### src/rtl/mu0_pkg.sv
// rtl/mu0_pkg.sv - MU0 opcode constants, sequencer state type and opcode class helpers
package mu0_pkg;

  localparam logic [3:0] OP_LDA = 4'b0000;
  localparam logic [3:0] OP_STA = 4'b0001;
  localparam logic [3:0] OP_ADD = 4'b0010;
  localparam logic [3:0] OP_SUB = 4'b0011;
  localparam logic [3:0] OP_JMP = 4'b0100;
  localparam logic [3:0] OP_JMI = 4'b0101;
  localparam logic [3:0] OP_JEQ = 4'b0110;
  localparam logic [3:0] OP_STP = 4'b0111;
  localparam logic [3:0] OP_LDI = 4'b1000;
  localparam logic [3:0] OP_LSL = 4'b1001;
  localparam logic [3:0] OP_LSR = 4'b1010;

  typedef enum logic [2:0] {
    S_IDLE,
    S_FETCH,
    S_EXEC1,
    S_EXEC2,
    S_HALT
  } seq_state_t;

  // Opcodes needing a second execute phase (memory operand read).
  function automatic logic is_extra(input logic [3:0] op);
    return (op == OP_LDA) || (op == OP_ADD) || (op == OP_SUB);
  endfunction

  // Everything above LSR is undefined.
  function automatic logic is_illegal(input logic [3:0] op);
    return op > OP_LSR;
  endfunction

endpackage

### src/rtl/mu0_sequencer_if.sv
// rtl/mu0_sequencer_if.sv - control/status bundle between MU0 sequencer and its controller
interface mu0_sequencer_if #(
  parameter int CNT_W = 16
) ();
  logic             run;
  logic             step;
  logic [3:0]       op;
  logic             mem_ready;
  logic             fetch;
  logic             exec1;
  logic             exec2;
  logic             halted;
  logic             illegal;
  logic             busy;
  logic [CNT_W-1:0] instr_count;
  logic [CNT_W-1:0] cycle_count;

  modport master (
    output run, step, op, mem_ready,
    input  fetch, exec1, exec2, halted, illegal, busy, instr_count, cycle_count
  );

  modport slave (
    input  run, step, op, mem_ready,
    output fetch, exec1, exec2, halted, illegal, busy, instr_count, cycle_count
  );
endinterface

### src/rtl/mu0_wrap_counter.sv
// rtl/mu0_wrap_counter.sv - free-wrapping counter with synchronous clear and enable
module mu0_wrap_counter #(
  parameter int CNT_W = 16
) (
  input  logic             clk,
  input  logic             clear,
  input  logic             en,
  output logic [CNT_W-1:0] count
);

  always_ff @(posedge clk) begin
    if (clear) begin
      count <= '0;
    end else if (en) begin
      count <= count + CNT_W'(1);
    end
  end

endmodule

### src/rtl/mu0_sequencer.sv
// rtl/mu0_sequencer.sv - MU0 fetch/exec phase sequencer with run/step control and debug counters
module mu0_sequencer
  import mu0_pkg::*;
#(
  parameter int CNT_W = 16
) (
  input  logic           clk,
  input  logic           reset,
  mu0_sequencer_if.slave bus
);

  seq_state_t state, state_next;
  logic       step_mode, step_mode_next;
  logic       illegal_q, illegal_next;
  logic       instr_done;
  seq_state_t boundary_state;

  always_ff @(posedge clk) begin
    if (reset) begin
      state     <= S_IDLE;
      step_mode <= 1'b0;
      illegal_q <= 1'b0;
    end else begin
      state     <= state_next;
      step_mode <= step_mode_next;
      illegal_q <= illegal_next;
    end
  end

  // A stepped instruction only chains into the next one if run was raised meanwhile.
  assign boundary_state = (bus.run && !step_mode) ? S_FETCH : S_IDLE;

  always_comb begin
    state_next     = state;
    step_mode_next = bus.run ? 1'b0 : step_mode;
    illegal_next   = illegal_q;
    instr_done     = 1'b0;
    case (state)
      S_IDLE: begin
        if (bus.run || bus.step) begin
          state_next     = S_FETCH;
          step_mode_next = ~bus.run;
        end
      end
      S_FETCH: begin
        if (bus.mem_ready) state_next = S_EXEC1;
      end
      S_EXEC1: begin
        if (bus.mem_ready) begin
          if (is_illegal(bus.op)) begin
            state_next   = S_HALT;
            illegal_next = 1'b1;
            instr_done   = 1'b1;
          end else if (bus.op == OP_STP) begin
            state_next = S_HALT;
            instr_done = 1'b1;
          end else if (is_extra(bus.op)) begin
            state_next = S_EXEC2;
          end else begin
            state_next = boundary_state;
            instr_done = 1'b1;
          end
        end
      end
      S_EXEC2: begin
        if (bus.mem_ready) begin
          state_next = boundary_state;
          instr_done = 1'b1;
        end
      end
      S_HALT:  state_next = S_HALT;
      default: state_next = S_IDLE;
    endcase
  end

  assign bus.fetch   = (state == S_FETCH);
  assign bus.exec1   = (state == S_EXEC1);
  assign bus.exec2   = (state == S_EXEC2);
  assign bus.halted  = (state == S_HALT);
  assign bus.busy    = (state == S_FETCH) || (state == S_EXEC1) || (state == S_EXEC2);
  assign bus.illegal = illegal_q;

  mu0_wrap_counter #(.CNT_W(CNT_W)) u_instr_cnt (
    .clk   (clk),
    .clear (reset),
    .en    (instr_done),
    .count (bus.instr_count)
  );

  mu0_wrap_counter #(.CNT_W(CNT_W)) u_cycle_cnt (
    .clk   (clk),
    .clear (reset),
    .en    (bus.busy),
    .count (bus.cycle_count)
  );

endmodule

### src/flat_wrapper.sv
// flat-port wrapper written by rule: the top's interface ports become plain ports
module mu0_sequencer_flat import mu0_pkg::*;
#(
  parameter int CNT_W = 16
)
  (clk, reset, bus_run, bus_step, bus_op, bus_mem_ready, bus_fetch, bus_exec1, bus_exec2, bus_halted, bus_illegal, bus_busy, bus_instr_count, bus_cycle_count);
  mu0_sequencer_if #(.CNT_W(CNT_W)) bus_i ();
  input  logic clk;
  input  logic reset;
  input wire logic [$bits(bus_i.run)-1:0] bus_run;
  input wire logic [$bits(bus_i.step)-1:0] bus_step;
  input wire logic [$bits(bus_i.op)-1:0] bus_op;
  input wire logic [$bits(bus_i.mem_ready)-1:0] bus_mem_ready;
  output wire logic [$bits(bus_i.fetch)-1:0] bus_fetch;
  output wire logic [$bits(bus_i.exec1)-1:0] bus_exec1;
  output wire logic [$bits(bus_i.exec2)-1:0] bus_exec2;
  output wire logic [$bits(bus_i.halted)-1:0] bus_halted;
  output wire logic [$bits(bus_i.illegal)-1:0] bus_illegal;
  output wire logic [$bits(bus_i.busy)-1:0] bus_busy;
  output wire logic [$bits(bus_i.instr_count)-1:0] bus_instr_count;
  output wire logic [$bits(bus_i.cycle_count)-1:0] bus_cycle_count;
  assign bus_i.run = bus_run;
  assign bus_i.step = bus_step;
  assign bus_i.op = bus_op;
  assign bus_i.mem_ready = bus_mem_ready;
  assign bus_fetch = bus_i.fetch;
  assign bus_exec1 = bus_i.exec1;
  assign bus_exec2 = bus_i.exec2;
  assign bus_halted = bus_i.halted;
  assign bus_illegal = bus_i.illegal;
  assign bus_busy = bus_i.busy;
  assign bus_instr_count = bus_i.instr_count;
  assign bus_cycle_count = bus_i.cycle_count;
  mu0_sequencer #(.CNT_W(CNT_W)) u_core (.clk(clk), .reset(reset), .bus(bus_i));
endmodule
### config.mk
export PLATFORM = sky130hd
export DESIGN_NAME = mu0_sequencer_flat
export DESIGN_NICKNAME = d
export VERILOG_FILES = /design/src/rtl/mu0_pkg.sv /design/src/rtl/mu0_sequencer_if.sv /design/src/rtl/mu0_wrap_counter.sv /design/src/rtl/mu0_sequencer.sv /design/src/flat_wrapper.sv
export SDC_FILE = /design/constraint.sdc
export NUM_CORES = 1
export LEC_CHECK = 0
export ABC_AREA = 1
export CAP_MARGIN = 20
export CORE_MARGIN = 2
export CORE_UTILIZATION = 49
export CTS_CLUSTER_SIZE = 10
export DETAILED_ROUTE_END_ITERATION = 7
export PLACE_DENSITY = 0.8
export SYNTH_ARGS = -nofsm -noshare
export SYNTH_HDL_FRONTEND = slang
export SYNTH_SLANG_ARGS = --single-unit
### constraint.sdc
create_clock -name clk -period 1.95 [get_ports clk]
set_clock_uncertainty 0.2 [all_clocks]
set_input_delay 0.195 -clock clk [delete_from_list [all_inputs] [get_ports clk]]
set_output_delay 0.195 -clock clk [all_outputs]
set_load 0.01 [all_outputs]
Yosys cells after proc, flatten, opt, wreduce, memory -nomap -nowiden
Cells that the tools add are included.
{"block": "word_totals", "ff_bits": 37, "input_bits": 9, "output_inout_bits": 38, "elab_cells": 49}
{"block": "classes", "addsub": 2, "n_lt_le_gt_ge": 1, "n_eq_ne": 11, "mux": 18, "bitwise": 1, "reduce_logical": 11}
{"operator": "16-bit by 1-bit adder with 16-bit output, second input constant", "count": 2}
{"operator": "3-bit 2-to-1 mux", "count": 7}
{"operator": "3-bit case mux with 5 select lines", "count": 1}
{"operator": "1-bit 2-to-1 mux", "count": 9}
{"operator": "4-bit by 2-bit == test with 1-bit output, second input constant", "count": 2}
{"operator": "3-bit by 2-bit == test with 1-bit output, second input constant", "count": 2}
{"operator": "2-bit inequality test, second input constant", "count": 3}
{"operator": "1-bit logical OR", "count": 5}
{"operator": "4-bit by 3-bit == test with 1-bit output, second input constant", "count": 1}
{"operator": "4-bit greater-than comparator, second input constant", "count": 1}
{"operator": "4-bit logical NOT", "count": 1}
{"operator": "4-bit AND reduction", "count": 1}
{"operator": "3-bit by 1-bit == test with 1-bit output, second input constant", "count": 1}
{"operator": "3-bit == test, second input constant", "count": 1}
{"operator": "3-bit logical NOT", "count": 1}
{"operator": "3-bit AND reduction", "count": 1}
{"operator": "2-bit by 1-bit inequality test with 1-bit output, second input constant", "count": 1}
{"operator": "1-bit case mux with 2 select lines", "count": 1}
{"operator": "1-bit logical AND", "count": 1}
{"operator": "1-bit logical NOT", "count": 1}
{"operator": "1-bit NOT", "count": 1}

Longest topological paths before layout
{"block": "logic_depth", "depth_word": 8, "depth_mapped": 10, "mapped_depth_nobuf": 9}

Modules after synthesis
From an unflattened synthesis, not the netlist that was laid out.
{"block": "hier_totals", "cells_unflattened": 307, "hier_area_um2": 2048.2}
{"mod": "mu0_wrap_counter", "instances": 2, "cells_each": 126, "area_per_inst_um2": 847.1, "seq_area_each_um2": 320.3}
{"mod": "mu0_sequencer", "instances": 1, "cells_each": 55, "area_per_inst_um2": 354.1, "seq_area_each_um2": 100.1}

Worst setup path after synthesis
Ideal clock, no wire load.
{"block": "synth_path", "kind": "reg-to-reg", "from": "register u_core.u_instr_cnt.count[0]", "to": "register u_core.u_instr_cnt.count[8]", "arrival_time_ns": 1.205, "setup_slack_ns": 0.417, "stages_incl_launch_ff": 8, "path_cell_list": "dfxtp_1 ha_1 inv_1 nor2_1 nand2_1 nor2_4 xnor2_1 nor2_1"}
{"block": "synth_between", "elab_chain_cells": 1}
{"element": "start: declaration", "line_no": "mu0_wrap_counter.sv:8", "text": "output logic [CNT_W-1:0] count"}
{"element": "start signal: assignment", "line_no": "mu0_wrap_counter.sv:15", "text": "count <= count + CNT_W'(1);"}
{"element": "16-bit by 1-bit adder with 16-bit output", "line_no": "mu0_wrap_counter.sv:15"}
No other way between the ends.
A chain may end at the register's enable or synchronous reset.

Final worst setup path
{"block": "layout_path", "from": "register u_core.state[0]", "to": "output bus_fetch"}
{"block": "layout_between", "elab_chain_cells": 1}
{"element": "start: declaration", "line_no": "mu0_sequencer.sv:12", "text": "seq_state_t state, state_next;"}
{"element": "start signal: assignment", "line_no": "mu0_sequencer.sv:24", "text": "state <= state_next;"}
{"element": "3-bit by 1-bit == test with 1-bit output", "line_no": "mu0_sequencer.sv:76", "text": "assign bus.fetch = (state == S_FETCH);"}
{"element": "end: declaration", "line_no": "flat_wrapper.sv:14", "text": "output wire logic [$bits(bus_i.fetch)-1:0] bus_fetch;"}
No other way between the ends.

==> impl_metrics.env <==
export IMPL_drtAntennaViolNets=0
export IMPL_crit_end="bus_fetch"
export IMPL_crit_buf_inv=2
export IMPL_rsz0062_at_grt="no"
export IMPL_htree_num_levels=2
export IMPL_tightest_slew_ns=0.4433
export IMPL_max_freq_mhz=535.2
export IMPL_cts_buffers=5
export IMPL_r2r_end="u_core.u_instr_cnt.count[14]"
export IMPL_hold_ws_ns=0.2779
export IMPL_reg2reg_slack_ns=0.32
export IMPL_period_share=0.9581
export IMPL_cp_data_required_time_ns=1.55
export IMPL_design_die_area_sq_um=4369
export IMPL_syn_area_sq_um=1889
export IMPL_start_util=0.5122
export IMPL_synth_fp_nets=297
export IMPL_synth_seq_cells=37
export IMPL_ios=47
export IMPL_crit_path_max_incr_delay_ns=0.56
export IMPL_vdd_drop_max_uv=580.4
export IMPL_critPathMaxFanout=6
export IMPL_status="complete, no violations"
export IMPL_overflow=0
export IMPL_dp_cells=381
export IMPL_crit_chain="inv_1 > nor3_1 > clkdlybuf4s50_1"
export IMPL_yosys_warnings=0
export IMPL_numClockSinks=37
export IMPL_slew_viol_final=0
export IMPL_syn_avg_cell_area_sq_um=6.606
export IMPL_drc=0
export IMPL_yosysSeqAreaShare=0.3921
export IMPL_drtPass1Iterations=4
export IMPL_hpwl_um=3203
export IMPL_grt_start_max_net_pins=13
export IMPL_endpoint_kind="output pin"
export IMPL_cts_buffer_depth=2
export IMPL_routedWlPerCell_um=11.07
export IMPL_clk_latency_ns=0.29
export IMPL_mostFrequentLayoutCells="67 x nand2_1, 52 x nor2_1, 43 x clkdlybuf4s50_1, 39 x inv_1, 34 x dfxtp_1"
export IMPL_critPathTopFamily="buffers and inverters"
export IMPL_grt_pass1_vias=1695
export IMPL_start_kind="flip-flop"
export IMPL_portBuffers=46
export IMPL_hp_class="flip-flop to flip-flop"
export IMPL_period_minus_slack_ns=1.868
export IMPL_pre_cts_ws_ns=0.1697
export IMPL_final_layout_size_suffix_gt1_frac=0.07038
export IMPL_p_leak_nw=1.054
export IMPL_gr_usage_all_layers=0.2175
export IMPL_slowest_stage="clkdlybuf4s50_1"
export IMPL_syn_to_final_growth_pct=33.24
export IMPL_slew_headroom=0.7022
export IMPL_whs_path_depth=2
export IMPL_vias=1906
export IMPL_grt_first_pass_wirelength_um=7424
export IMPL_finalPower_mw=1.997
export IMPL_drt_total_wl_um=4308
export IMPL_ff2ff_path_depth=8
export IMPL_post_cts_buffers=0
export IMPL_cp_arrival_ns=1.47
export IMPL_nets=351
export IMPL_core_area_sq_um=3689
export IMPL_drt_iter0_drc=114
export IMPL_max_cap_violations=0
export IMPL_layout_commonest_cell="nand2_1"
export IMPL_die_h_um=66.10
export IMPL_diodes=0
export IMPL_vias_per_cell=4.900
export IMPL_finalInstanceArea_sq_um=2517
export IMPL_finalSetupViolCount=0
export IMPL_path_depth=3
export IMPL_hold_viol=0
export IMPL_crit_type="flip-flop to output pin"
export IMPL_instances_no_fill=389
export IMPL_pwr_density_cell_nw_per_um2=793.2
export IMPL_yosysUniqueCellTypes=26
export IMPL_cts_root_buf="clkbuf_8"
export IMPL_clk_pin_slew_ns=0.07
export IMPL_place_congestion=0.8078
export IMPL_reg2reg_from="u_core.u_instr_cnt.count[0]"
export IMPL_setup_tns_ns=0
export IMPL_antenna_found_initial=0
export IMPL_die_w_um=66.10
export IMPL_setup_ws_ns=0.08162
export IMPL_cts_tree="yes"
export IMPL_startpoint="u_core.state[0]"
export IMPL_place_area_sq_um=2430
export IMPL_utilization=0.6825
export IMPL_netlist_instances=286
export IMPL_rows=22
==> final cells by class <==
type | instances | area, sq um
Tap cell | 48 | 60.06
Sequential cell | 37 | 744.5
Clock buffer | 8 | 80.08
Timing Repair Buffer | 51 | 514.2
Inverter | 40 | 150.1
Multi-Input combinational cell | 205 | 968.4
Fill cell | 344 | 1171
==> worst min-delay path by stage <==
stage	start	end
floorplan	bus_run	u_core.step_mode
global placement	u_core.u_instr_cnt.count[14]	u_core.u_instr_cnt.count[14]
detailed placement	u_core.u_instr_cnt.count[14]	u_core.u_instr_cnt.count[14]
CTS	u_core.u_instr_cnt.count[14]	u_core.u_instr_cnt.count[14]
global route	u_core.u_instr_cnt.count[5]	u_core.u_instr_cnt.count[5]
finish	u_core.u_instr_cnt.count[14]	u_core.u_instr_cnt.count[14]
==> logic make-up (layout without fill, tap and decap cells) <==
logic type                 count (synthesis)  in the layout  synth area share
and+or+nand+nor                          158            158            0.3649
buffers and inverters                     44             99           0.09536
AOI/OAI and AO/OA                         41             41            0.1159
DFF                                       37             37            0.3921
xor gates and xnor gates                   4              4           0.01855
adders and majority gates                  2              2           0.01324
==> Yosys cell counts <==
cell type | number | share of area
a211oi_1 | 1 | 0.0040
a21boi_0 | 1 | 0.0040
a21oi_1 | 18 | 0.048
a31oi_1 | 3 | 0.0099
buf_6 | 2 | 0.012
clkbuf_1 | 2 | 0.0040
dfxtp_1 | 37 | 0.39
ha_1 | 2 | 0.013
inv_1 | 39 | 0.077
inv_2 | 1 | 0.0020
nand2_1 | 67 | 0.13
nand2_2 | 3 | 0.0099
nand3_1 | 15 | 0.040
nand3_2 | 1 | 0.0053
nand4_1 | 4 | 0.013
nor2_1 | 52 | 0.10
nor2_2 | 3 | 0.0099
nor2_4 | 2 | 0.012
nor2_8 | 1 | 0.011
nor3_1 | 9 | 0.024
nor3b_1 | 1 | 0.0040
o21a_1 | 2 | 0.0079
o21ai_0 | 13 | 0.034
o21ai_1 | 3 | 0.0079
xnor2_1 | 2 | 0.0093
xor2_1 | 2 | 0.0093
==> registers in the layout (all words and copies together) (netlist names) <==
name                      cells
u_core.u_cycle_cnt.count     16
u_core.u_instr_cnt.count     16
u_core.state                  3
u_core.bus.illegal            1
u_core.step_mode              1
==> where the power goes <==
group / internal, mW / switching [mW] / total, mW / leakage [nW]
clock: 0.254 / 0.263 / 0.517 / 0.0395
combinational: 0.255 / 0.342 / 0.597 / 0.714
sequential: 0.817 / 0.0661 / 0.883 / 0.300
==> tightest hold or removal path, stage by stage, from the launching register on <==
cell,delay [ns]
dfxtp_1,0.31
inv_1,0.07
a21oi_1,0.06
==> metal layers <==
layer  wire length [um]  vias up  track usage  share of wire
met5                  0        -            0              0
met4                 81        0      0.08418          0.019
met3                243       10      0.04089          0.056
met2               1988       59       0.3575           0.46
met1               1994      822       0.2804           0.46
li1                   -     1015            -              -
==> what timing repair did <==
action / CTS / global route
endpoints found under the setup margin: 3 / 2
gates resized for setup: 3 / 3
hold buffers: 0 / 0
(Power assumes the default switching activity.)
